[config.mk]
export PLATFORM = sky130hd
export DESIGN_NAME = boton_antirrebote
export DESIGN_NICKNAME = d
export VERILOG_FILES = /design/src/rtl/boton_antirrebote.sv
export SDC_FILE = /design/constraint.sdc
export NUM_CORES = 1
export LEC_CHECK = 0
export ABC_AREA = 1
export BUFFER_PORTS_ARGS = -buffer_cell sky130_fd_sc_hd__buf_4
export CAP_MARGIN = 25
export CORE_ASPECT_RATIO = 1.25
export CORE_MARGIN = 1.5
export CORE_UTILIZATION = 54
export CTS_CLUSTER_DIAMETER = 120
export DETAILED_ROUTE_END_ITERATION = 10
export PLACE_DENSITY_LB_ADDON = 0.25
export SLEW_MARGIN = 20
export SYNTH_ARGS = -nofsm -noshare
export SYNTH_HDL_FRONTEND = slang
export SYNTH_SLANG_ARGS = --single-unit
[constraint.sdc]
create_clock -name iClk -period 1.3 [get_ports iClk]
set_clock_uncertainty 0.1 [all_clocks]
set_input_delay 0.195 -clock iClk [delete_from_list [all_inputs] [get_ports iClk]]
set_output_delay 0.195 -clock iClk [all_outputs]
set_load 0.005 [all_outputs]
[src/rtl/boton_antirrebote.sv]
//==============================================================================
// Module      : boton_antirrebote
// Description : Pushbutton debouncer. The raw button is passed through a
//               2-FF synchroniser, then a 4-state FSM with a stability
//               counter accepts a new level only after it has been stable
//               for CICLOS_ESTABLE cycles. Each validated press produces a
//               single-cycle step pulse used as a counter clock enable.
//
//               Optional feature macro: REPETICION_EN
//                 defined   -> auto-repeat pulses while the button is held
//                              (first after RETARDO_REP, then every
//                              PERIODO_REP cycles)
//                 undefined -> exactly one pulse per press; no repeat logic
//
// Ports       : iClk     in   system clock, rising edge
//               iRst_n   in   asynchronous active-low reset
//               iBoton   in   raw button, asynchronous, may bounce
//               oNivel   out  debounced level, 1 = pressed (registered)
//               oPulso   out  one-cycle step pulse per press (registered)
//               oEstado  out  current FSM state for debug/LEDs
//
// Revision    : 1.0 - initial release
//==============================================================================
`default_nettype none

module boton_antirrebote #(
    parameter int CICLOS_ESTABLE = 50000,
    parameter int ANCHO_CNT      = 16,
    parameter bit ACTIVO_ALTO    = 1'b1,
    parameter int RETARDO_REP    = 25000000,
    parameter int PERIODO_REP    = 5000000
) (
    input  logic       iClk,
    input  logic       iRst_n,
    input  logic       iBoton,
    output logic       oNivel,
    output logic       oPulso,
    output logic [1:0] oEstado
);

    typedef enum logic [1:0] {
        SUELTO         = 2'd0,
        VALIDA_PRESION = 2'd1,
        PRESIONADO     = 2'd2,
        VALIDA_SUELTA  = 2'd3
    } estado_t;

    localparam logic [ANCHO_CNT-1:0] c_limite_estable = ANCHO_CNT'(CICLOS_ESTABLE - 1);
    // Raw level of a released button; the synchroniser resets to it so that
    // reset never looks like a press, whatever the polarity.
    localparam logic                 c_reposo         = ACTIVO_ALTO ? 1'b0 : 1'b1;

`ifdef REPETICION_EN
    localparam logic [ANCHO_CNT-1:0] c_limite_retardo = ANCHO_CNT'(RETARDO_REP - 1);
    localparam logic [ANCHO_CNT-1:0] c_limite_periodo = ANCHO_CNT'(PERIODO_REP - 1);
`endif

    // Elaboration-time parameter sanity checks
    generate
        if (CICLOS_ESTABLE < 2 ||
            (ANCHO_CNT < 31 && (1 << ANCHO_CNT) <= CICLOS_ESTABLE)) begin : g_err_estable
            $error("boton_antirrebote: CICLOS_ESTABLE must be >= 2 and fit in ANCHO_CNT bits");
        end
        if (RETARDO_REP < 1 || PERIODO_REP < 1) begin : g_err_rep
            $error("boton_antirrebote: RETARDO_REP and PERIODO_REP must be >= 1");
        end
`ifdef REPETICION_EN
        if (ANCHO_CNT < 31 &&
            ((1 << ANCHO_CNT) <= RETARDO_REP || (1 << ANCHO_CNT) <= PERIODO_REP)) begin : g_err_ancho_rep
            $error("boton_antirrebote: repeat parameters do not fit in ANCHO_CNT bits");
        end
`endif
    endgenerate

    logic                 sync1_q;
    logic                 sync2_q;
    logic                 s;
    estado_t              estado_q;
    estado_t              estado_d;
    logic [ANCHO_CNT-1:0] cnt_q;
    logic [ANCHO_CNT-1:0] cnt_d;
    logic                 nivel_q;
    logic                 nivel_d;
    logic                 pulso_q;
    logic                 pulso_d;
`ifdef REPETICION_EN
    // Set once the first (long) repeat delay has elapsed in the current hold
    logic                 rep_q;
    logic                 rep_d;
`endif

    // Polarity-corrected synchronised level: 1 = pressed
    assign s = sync2_q ^ c_reposo;

    always_comb begin
        estado_d = estado_q;
        cnt_d    = cnt_q;
        pulso_d  = 1'b0;
`ifdef REPETICION_EN
        rep_d    = rep_q;
`endif
        case (estado_q)
            SUELTO: begin
                if (s) begin
                    estado_d = VALIDA_PRESION;
                    cnt_d    = '0;
                end
            end
            VALIDA_PRESION: begin
                if (!s) begin
                    // Glitch: drop back without a pulse
                    estado_d = SUELTO;
                    cnt_d    = '0;
                end else if (cnt_q == c_limite_estable) begin
                    estado_d = PRESIONADO;
                    cnt_d    = '0;
                    pulso_d  = 1'b1;
`ifdef REPETICION_EN
                    rep_d    = 1'b0;
`endif
                end else begin
                    cnt_d = cnt_q + 1'b1;
                end
            end
            PRESIONADO: begin
                if (!s) begin
                    estado_d = VALIDA_SUELTA;
                    cnt_d    = '0;
`ifdef REPETICION_EN
                end else if (cnt_q == (rep_q ? c_limite_periodo : c_limite_retardo)) begin
                    pulso_d = 1'b1;
                    cnt_d   = '0;
                    rep_d   = 1'b1;
                end else begin
                    cnt_d = cnt_q + 1'b1;
`endif
                end
            end
            VALIDA_SUELTA: begin
                if (s) begin
                    // Release bounce: back to pressed, no new pulse
                    estado_d = PRESIONADO;
                    cnt_d    = '0;
`ifdef REPETICION_EN
                    rep_d    = 1'b0;
`endif
                end else if (cnt_q == c_limite_estable) begin
                    estado_d = SUELTO;
                    cnt_d    = '0;
                end else begin
                    cnt_d = cnt_q + 1'b1;
                end
            end
            default: begin
                estado_d = SUELTO;
                cnt_d    = '0;
            end
        endcase

        // Outputs are registered from the next state so they line up with it
        nivel_d = (estado_d == PRESIONADO) || (estado_d == VALIDA_SUELTA);
    end

    always_ff @(posedge iClk or negedge iRst_n) begin
        if (!iRst_n) begin
            sync1_q  <= c_reposo;
            sync2_q  <= c_reposo;
            estado_q <= SUELTO;
            cnt_q    <= '0;
            nivel_q  <= 1'b0;
            pulso_q  <= 1'b0;
`ifdef REPETICION_EN
            rep_q    <= 1'b0;
`endif
        end else begin
            sync1_q  <= iBoton;
            sync2_q  <= sync1_q;
            estado_q <= estado_d;
            cnt_q    <= cnt_d;
            nivel_q  <= nivel_d;
            pulso_q  <= pulso_d;
`ifdef REPETICION_EN
            rep_q    <= rep_d;
`endif
        end
    end

    assign oNivel  = nivel_q;
    assign oPulso  = pulso_q;
    assign oEstado = estado_q;

endmodule

`default_nettype wire
==> qor.yml, run 1 <==
outcome: "finished with violations"
violations: "negative setup slack"
synthesis.area_mm2: 0.00132
yosys_most_used_dff: "dfrtp_1"
antennaDiodeCount: 0
crit_path_start_kind: "flip-flop"
synth.most_common_cell: "nand2_1"
wl_per_cell_um: 14.8
root_buffer: "clkbuf_4"
layout_setup_ws_ns: -0.166
synth_edf_count: 0
drc: 0
pin_count: 7
drive_gt1_frac: 0.415
period_minus_slack_ns: 1.47
seq_area_frac_synth: 0.418
leakage_uw: 0.000910
end_kind: "flip-flop"
ir_drop_mv: 0.881
ys_types: 27
syn_area_per_cell_um2: 7.98
postSynth.asyncResetShare: 1.00
syn_to_final_growth_pct: 36.5
postPlaceCellArea_mm2: 0.00161
portBuffers: 6
reg2reg_from: "cnt_q[1]"
wl_um: 3530
yosysTopAreaCell: "dfrtp_1"
via_count: 1252
min-delay-path-class: "in -> async"
cts-buffers-inserted: 3
finalInstanceArea_mm2: 0.00180
critical_path_class: "reg -> reg"
clk_latency_ns: 0.32
synth.top_cell.area_share: 0.418
cts_tree: "done"
cts.sink_count: 22
rsz0062_at_grt: "true"
yosys-top-cells-area: "dfrtp_1, nand2_1, inv_1"
period_share: 1.13
path_max_fanout: 8
ant_nets: 0
clk_pin_slew_ns: 0.12
arrival_ns: 1.59
dr.pass1.iters: 4
worst_ep_required_time_ns: 1.42
core-area_mm2: 0.00226
fp-row-count: 19
syn_inst: 165
die_w_um: 47.2
die_h_um: 58.2
ys_warn_count: 0
dp_hpwl_um: 2350
grt_pass1_vias: 1365
slew_viol_final: 0
p_per_area_mw_per_mm2: 681
dr.first_iter.drc_count: 37
drv_cap: 0
syn_nets: 169
finalHoldViolCount: 0
start_util: 0.583
grt_max_degree: 23
clk_path_buf_depth: 2
cts_max_level: 1
crit_start: "cnt_q[1]"
die_area_mm2: 0.00274
synth_seq_cells: 22
grt_pass1_wl_um: 5860
gr-total-overflow: 0
layout.nets: 212
fin_total_pwr_uw: 1220
synth_common_cells: "nand2_1, dfrtp_1, inv_1, nand3_1, nor2_1"
antenna_found_initial: 0
globalplace.congestion: 0.906
tightestPinTransition_ns: 0.277
grt_use_total: 0.305
relSlewSlack: 0.815
fmax_mhz: 682
vias_per_cell: 5.26
setup_viol: 19
-- timing repair --
item | CTS | global route
buffers inserted | 3 | 2
pin swaps | 11 | 4
hold buffers | 2 | 0
gates resized for setup | 15 | 12
setup endpoints to repair | 18 | 22
endpoints found under the hold margin | 23 | 0
-- final cells by class --
| cell class | count | area [um^2] |
|---|---|---|
| inverter | 20 | 75.1 |
| clock buffer | 4 | 36.3 |
| sequential | 22 | 552 |
| timing repair buffer | 40 | 324 |
| fill | 140 | 462 |
| tap | 31 | 38.8 |
| multi-input combinational | 121 | 771 |
-- kinds of logic after synthesis --
| kind of cell | count (synthesis) | share of synthesized area |
|---|---|---|
| simple gates | 98 | 0.378 |
| flops | 22 | 0.418 |
| fa+ha+maj | 1 | 0.00950 |
| xor+xnor | 6 | 0.0399 |
| compound gates | 16 | 0.0808 |
| buf+inv | 22 | 0.0732 |
-- metal layers --
layer,GRT usage,vias to the layer above,wire (um)
met3,0.0436,16,100
met2,0.497,30,1920
met5,0,-,0
li1,-,605,-
met4,0.210,0,144
met1,0.351,601,1370
-- path summary, 6_finish.rpt --
check,slack (ns),endpoint,depth (start not counted)
max in group asynchronous,0.68,cnt_q[2],2
min reg2reg,0.28,s,0
max,-0.17,cnt_q[2],6
min in group iClk,0.28,s,0
max reg2reg,-0.17,cnt_q[2],6
min,0.18,cnt_q[4],2
-- report_power, final --
group / internal [uW] / switching, uW / total (uW)
registers: 694 / 11.3 / 706
logic: 59.3 / 68.0 / 127
clock network: 172 / 220 / 391
total: 925 / 299 / 1220
-- metrics by stage --
stage / hold slack (ns) / util / worst slack [ns] / std cells / TNS, ns
floorplan: -0.201 / - / -0.0298 / 165 / -0.0639
global placement: -0.00528 / 0.715 / -0.0870 / 227 / -0.723
detailed placement: -0.00206 / 0.715 / -0.124 / 227 / -1.67
CTS: 0.193 / 0.773 / -0.110 / 236 / -1.57
global route: 0.213 / 0.796 / -0.251 / 238 / -3.45
finish: 0.175 / 0.796 / -0.166 / 238 / -2.24
-- worst max-delay path: stages, from the launching register on --
cell and delay, ns:
dfrtp_1 0.43, ha_4 0.18, nand3_4 0.08, nor2_4 0.21
a21oi_4 0.13, nor2_2 0.16, nor2_1 0.06
-- state kept, by name, summed over array words and instances (netlist names) --
name / flops
cnt_q: 16
oEstado: 2
oNivel: 1
oPulso: 1
s: 1
sync1_q: 1
-- cells in the final DEF, fill, tap and decap left out, types with 2 or more instances in the layout --
cell type / count
nand3_1: 9
inv_1: 16
o21ai_2: 7
nand2_4: 4
xor2_1: 6
nand2_1: 46
buf_6: 5
nand3_2: 2
clkbuf_4: 3
o21bai_1: 4
inv_2: 4
dfrtp_1: 21
nand3_4: 2
nand2_2: 9
nand4_1: 3
buf_4: 33
dlygate4sd3_1: 2
nor2_4: 6
nor2_2: 5
o21ai_1: 2
nor2_1: 9
Power figures use the tool's default switching activity.
==> inputs of run 2 (changes only) <==
Settings changed: CORE_ASPECT_RATIO 1.25 to 0.6, CORE_MARGIN 1.5 to 5.
==> run 2 against run 1 <==
Effect of this change: the flow still finishes with violations (negative setup slack); design area up 6.1%; worst setup slack worse by 0.065 ns; sequential share of layout area down 1.6 points; register-to-register slack worse by 0.07 ns; critical endpoint is now cnt_q[14]; largest power group unchanged.
==> qor.yml, run 2 (synthesis results as in run 1) <==
period_share: 1.18
tightestPinTransition_ns: 0.399
pin_count: 7
cts_tree: "done"
reg2reg_from: "cnt_q[10]"
final_cell_mix: "nand2_1, buf_4, dfrtp_1"
gr-total-overflow: 0
outcome: "finished with violations"
layout_setup_ws_ns: -0.231
rsz0062_at_grt: "true"
clk_pin_slew_ns: 0.09
grt_pass1_vias: 1381
critical_path_class: "reg -> reg"
root_buffer: "clkbuf_8"
cts-buffers-inserted: 3
cts.sink_count: 22
relSlewSlack: 0.732
end_kind: "flip-flop"
violations: "negative setup slack"
postPlaceCellArea_mm2: 0.00161
start_util: 0.586
period_minus_slack_ns: 1.53
portBuffers: 6
arrival_ns: 1.65
worst_ep_required_time_ns: 1.42
clk_path_buf_depth: 2
grt_max_degree: 23
drive_gt1_frac: 0.471
cts_max_level: 1
largest-register: "cnt_q"
ant_nets: 0
layout.nets: 215
slew_viol_final: 0
place_ws_ns: -0.154
syn_to_final_growth_pct: 44.8
p_per_area_mw_per_mm2: 789
setup_viol: 19
post-route-util: 0.849
final_common_cell: "nand2_1"
dpl.cell_count: 224
drv_cap: 0
finalHoldViolCount: 0
min-delay-path-class: "in -> async"
crit_start: "cnt_q[10]"
die_area_mm2: 0.00356
wl_um: 4770
largest_reg_flops: 16
fp-row-count: 13
fin_cells: 240
core-area_mm2: 0.00224
antennaDiodeCount: 0
timing.hold.ws_ns: 0.238
fillCellCount: 115
globalplace.congestion: 0.906
grt_use_total: 0.269
die_w_um: 73.7
leakage_uw: 0.000946
drc: 0
dr.pass1.iters: 5
reg2regPathDepth: 7
fmax_mhz: 653
vias_per_cell: 6.13
ir_drop_mv: 0.942
clk_latency_ns: 0.27
crit_path_start_kind: "flip-flop"
die_h_um: 48.2
grt_pass1_wl_um: 6740
path_max_fanout: 5
wl_per_cell_um: 19.9
antenna_found_initial: 0
dr.first_iter.drc_count: 169
finalInstanceArea_mm2: 0.00191
via_count: 1471
dp_hpwl_um: 2590
-- run 2: final cells by class --
class | instances | area, um^2 | area share
Clock buffer | 3 | 41.3 | 0.0217
Clock inverter | 1 | 30.0 | 0.0158
Inverter | 20 | 75.1 | 0.0394
Multi-Input combinational cell | 121 | 802 | 0.421
Sequential cell | 22 | 556 | 0.292
Tap cell | 30 | 37.5 | 0.0197
Timing Repair Buffer | 43 | 364 | 0.191
-- run 2: path summary, 6_finish.rpt --
path                        endpoint  slack (ns)
min in group iClk                  s        0.27
hold / removal             cnt_q[15]        0.24
setup reg to reg           cnt_q[14]       -0.23
setup / recovery           cnt_q[14]       -0.23
max in group asynchronous   cnt_q[2]        0.62
hold reg to reg                    s        0.27
-- run 2: per-stage QoR --
step | total power (uW) | setup TNS, ns
2_1_floorplan | 757 | -0.0639
3_5_place_dp | 813 | -2.22
4_1_cts | 1470 | -1.53
3_3_place_gp | 805 | -1.14
5_1_grt | 1550 | -4.00
6_report | 1500 | -3.11
-- run 2: worst max-delay path, cell delays in order (launching register included) --
cell and delay (ns):
dfrtp_1 0.39, buf_4 0.17, inv_1 0.07, nor3_1 0.37, nand2_1 0.14, nand2_1 0.09
nand3_1 0.08, nand2_1 0.06
-- run 2: repair_timing --
item                                    in CTS  in global routing
hold buffers                                 2                  0
endpoints found under the setup margin      18                 20
setup buffers                                8                  3
hold endpoints to repair                    23                  0
pin swaps                                    6                  8
resized for setup                           17                 20
-- run 2: where the power goes --
group | leakage (uW) | internal (uW) | switching [uW]
combinational | 0.000618 | 71.9 | 80.1
sequential | 0.000293 | 694 | 12.3
clock | 0.0000357 | 412 | 233
total | 0.000946 | 1180 | 325
-- run 2: metal layers --
metal / wire (um) / vias to the layer above / global-route usage
met5: 0 / - / 0
met4: 361 / 0 / 0.112
met3: 542 / 50 / 0.0823
met2: 2090 / 114 / 0.479
met1: 1780 / 700 / 0.313
li1: - / 607 / -
==> inputs of run 3 (changes only) <==
Settings changed: CORE_UTILIZATION 54 to 35.
==> run 3 against run 2 <==
Effect of this change: critical path type unchanged; the flow still finishes with violations (negative setup slack); maximum frequency is 6.2% higher; register-to-register slack better by 0.09 ns; wire length is 28% lower; global-route usage is 13 points lower; via count is 19% lower; clock power is 34% lower; total power is 16% lower; worst setup slack better by 0.090 ns; worst hold slack better by 0.018 ns; core utilization is 33 points lower; critical path depth is 1 lower.
==> qor.yml, run 3 (synthesis results as in run 1) <==
outcome: "finished with violations"
violations: "negative setup slack"
antennaDiodeCount: 0
clk_path_buf_depth: 2
cts.sink_count: 22
reg2reg_from: "cnt_q[1]"
finalHoldViolCount: 0
ff_latch_area_um2: 552
root_buffer: "clkbuf_8"
postPlaceCellArea_mm2: 0.00168
drv_cap: 0
dr.first_iter.drc_count: 63
layout.nets: 218
die_w_um: 89.2
period_minus_slack_ns: 1.44
min-delay-path-class: "in -> async"
leakage_uw: 0.000965
reg2reg_slack_ns: -0.14
path_max_fanout: 8
finalSetupTns_ns: -1.93
antenna_found_initial: 0
wl_per_cell_um: 13.3
setup_viol: 19
cts-buffers-inserted: 3
largest-register: "cnt_q"
clk_latency_ns: 0.26
drc: 0
worst_ep_required_time_ns: 1.35
tightestPinTransition_ns: 0.322
final_common_cell: "nand2_1"
cts_tree: "done"
end_kind: "flip-flop"
via_count: 1189
grt_use_total: 0.143
syn_to_final_growth_pct: 43.3
grt_max_degree: 23
gr-total-overflow: 0
r2r-end: "cnt_q[2]"
die_h_um: 57.5
critical_path_class: "reg -> reg"
relSlewSlack: 0.784
portBuffers: 6
fin_total_pwr_uw: 1270
globalplace.congestion: 0.882
layout_setup_ws_ns: -0.141
die_area_mm2: 0.00513
fp-row-count: 17
crit_path_start_kind: "flip-flop"
ant_nets: 0
slew_viol_final: 0
clk_pin_slew_ns: 0.08
grt_pass1_vias: 1116
p_per_area_mw_per_mm2: 671
largest_reg_flops: 16
fillCellCount: 336
core-area_mm2: 0.00364
pin_count: 7
vias_per_cell: 4.59
rsz0062_at_grt: "true"
final_cell_mix: "nand2_1, buf_4, dfrtp_1"
ir_drop_mv: 0.500
grt_pass1_wl_um: 5560
dp_hpwl_um: 2550
fmax_mhz: 694
reg2regPathDepth: 6
drive_gt1_frac: 0.439
dr.pass1.iters: 4
multi_input_area_um2: 786
cts_max_level: 1
wl_um: 3440
period_share: 1.11
finalInstanceArea_mm2: 0.00189
arrival_ns: 1.49
start_util: 0.362
==> run 3: worst max-delay path by stage <==
stage	from	endpoint	slack [ns]	cells after the start
floorplan	cnt_q[0]	cnt_q[14]	-0.03	8
global placement	oEstado[1]	cnt_q[0]	-0.15	7
detailed placement	cnt_q[0]	cnt_q[7]	-0.18	6
CTS	cnt_q[1]	cnt_q[2]	-0.12	6
global route	cnt_q[1]	cnt_q[14]	-0.23	9
finish	cnt_q[1]	cnt_q[2]	-0.14	6
==> run 3: timing repair <==
action	4_1_cts	5_1_grt
hold endpoints to repair	23	0
endpoints found under the setup margin	19	20
gates resized for setup	14	15
buffers inserted	5	3
pin swaps	11	4
hold buffers	2	0
==> run 3: power breakdown <==
part	internal [uW]	total, uW	switching (uW)
combinational	64.7	136	70.9
clock	207	426	219
sequential	694	704	9.97
==> run 3: metrics by stage <==
step	worst slack (ns)	util	std cells	hold slack [ns]
5_1_grt	-0.225	0.518	259	0.287
3_5_place_dp	-0.179	0.461	247	0.00703
3_3_place_gp	-0.146	0.461	247	0.00486
4_1_cts	-0.121	0.499	257	0.266
2_1_floorplan	-0.0298	-	165	-0.201
6_report	-0.141	0.518	259	0.256
==> run 3: layer usage <==
metal	wire length, um	GRT usage	vias up
met5	0	0	-
met4	26	0.0255	0
met3	117	0.0346	2
met2	1370	0.191	20
met1	1930	0.229	556
li1	-	-	611
==> run 3: final cells by class <==
type / instances / share of cell area
timing repair buffer: 46 / 0.196
multi-input combinational: 121 / 0.417
inverter: 20 / 0.0411
sequential: 22 / 0.293
clock buffer: 3 / 0.0219
tap: 47 / 0.0312
==> run 3: worst max-delay path: stages (launching register included) <==
cell     delay [ns]
dfrtp_1        0.42
ha_4           0.18
nand3_4        0.09
nor2_4         0.20
a21oi_4        0.13
nor2_2         0.15
nor2_1         0.05
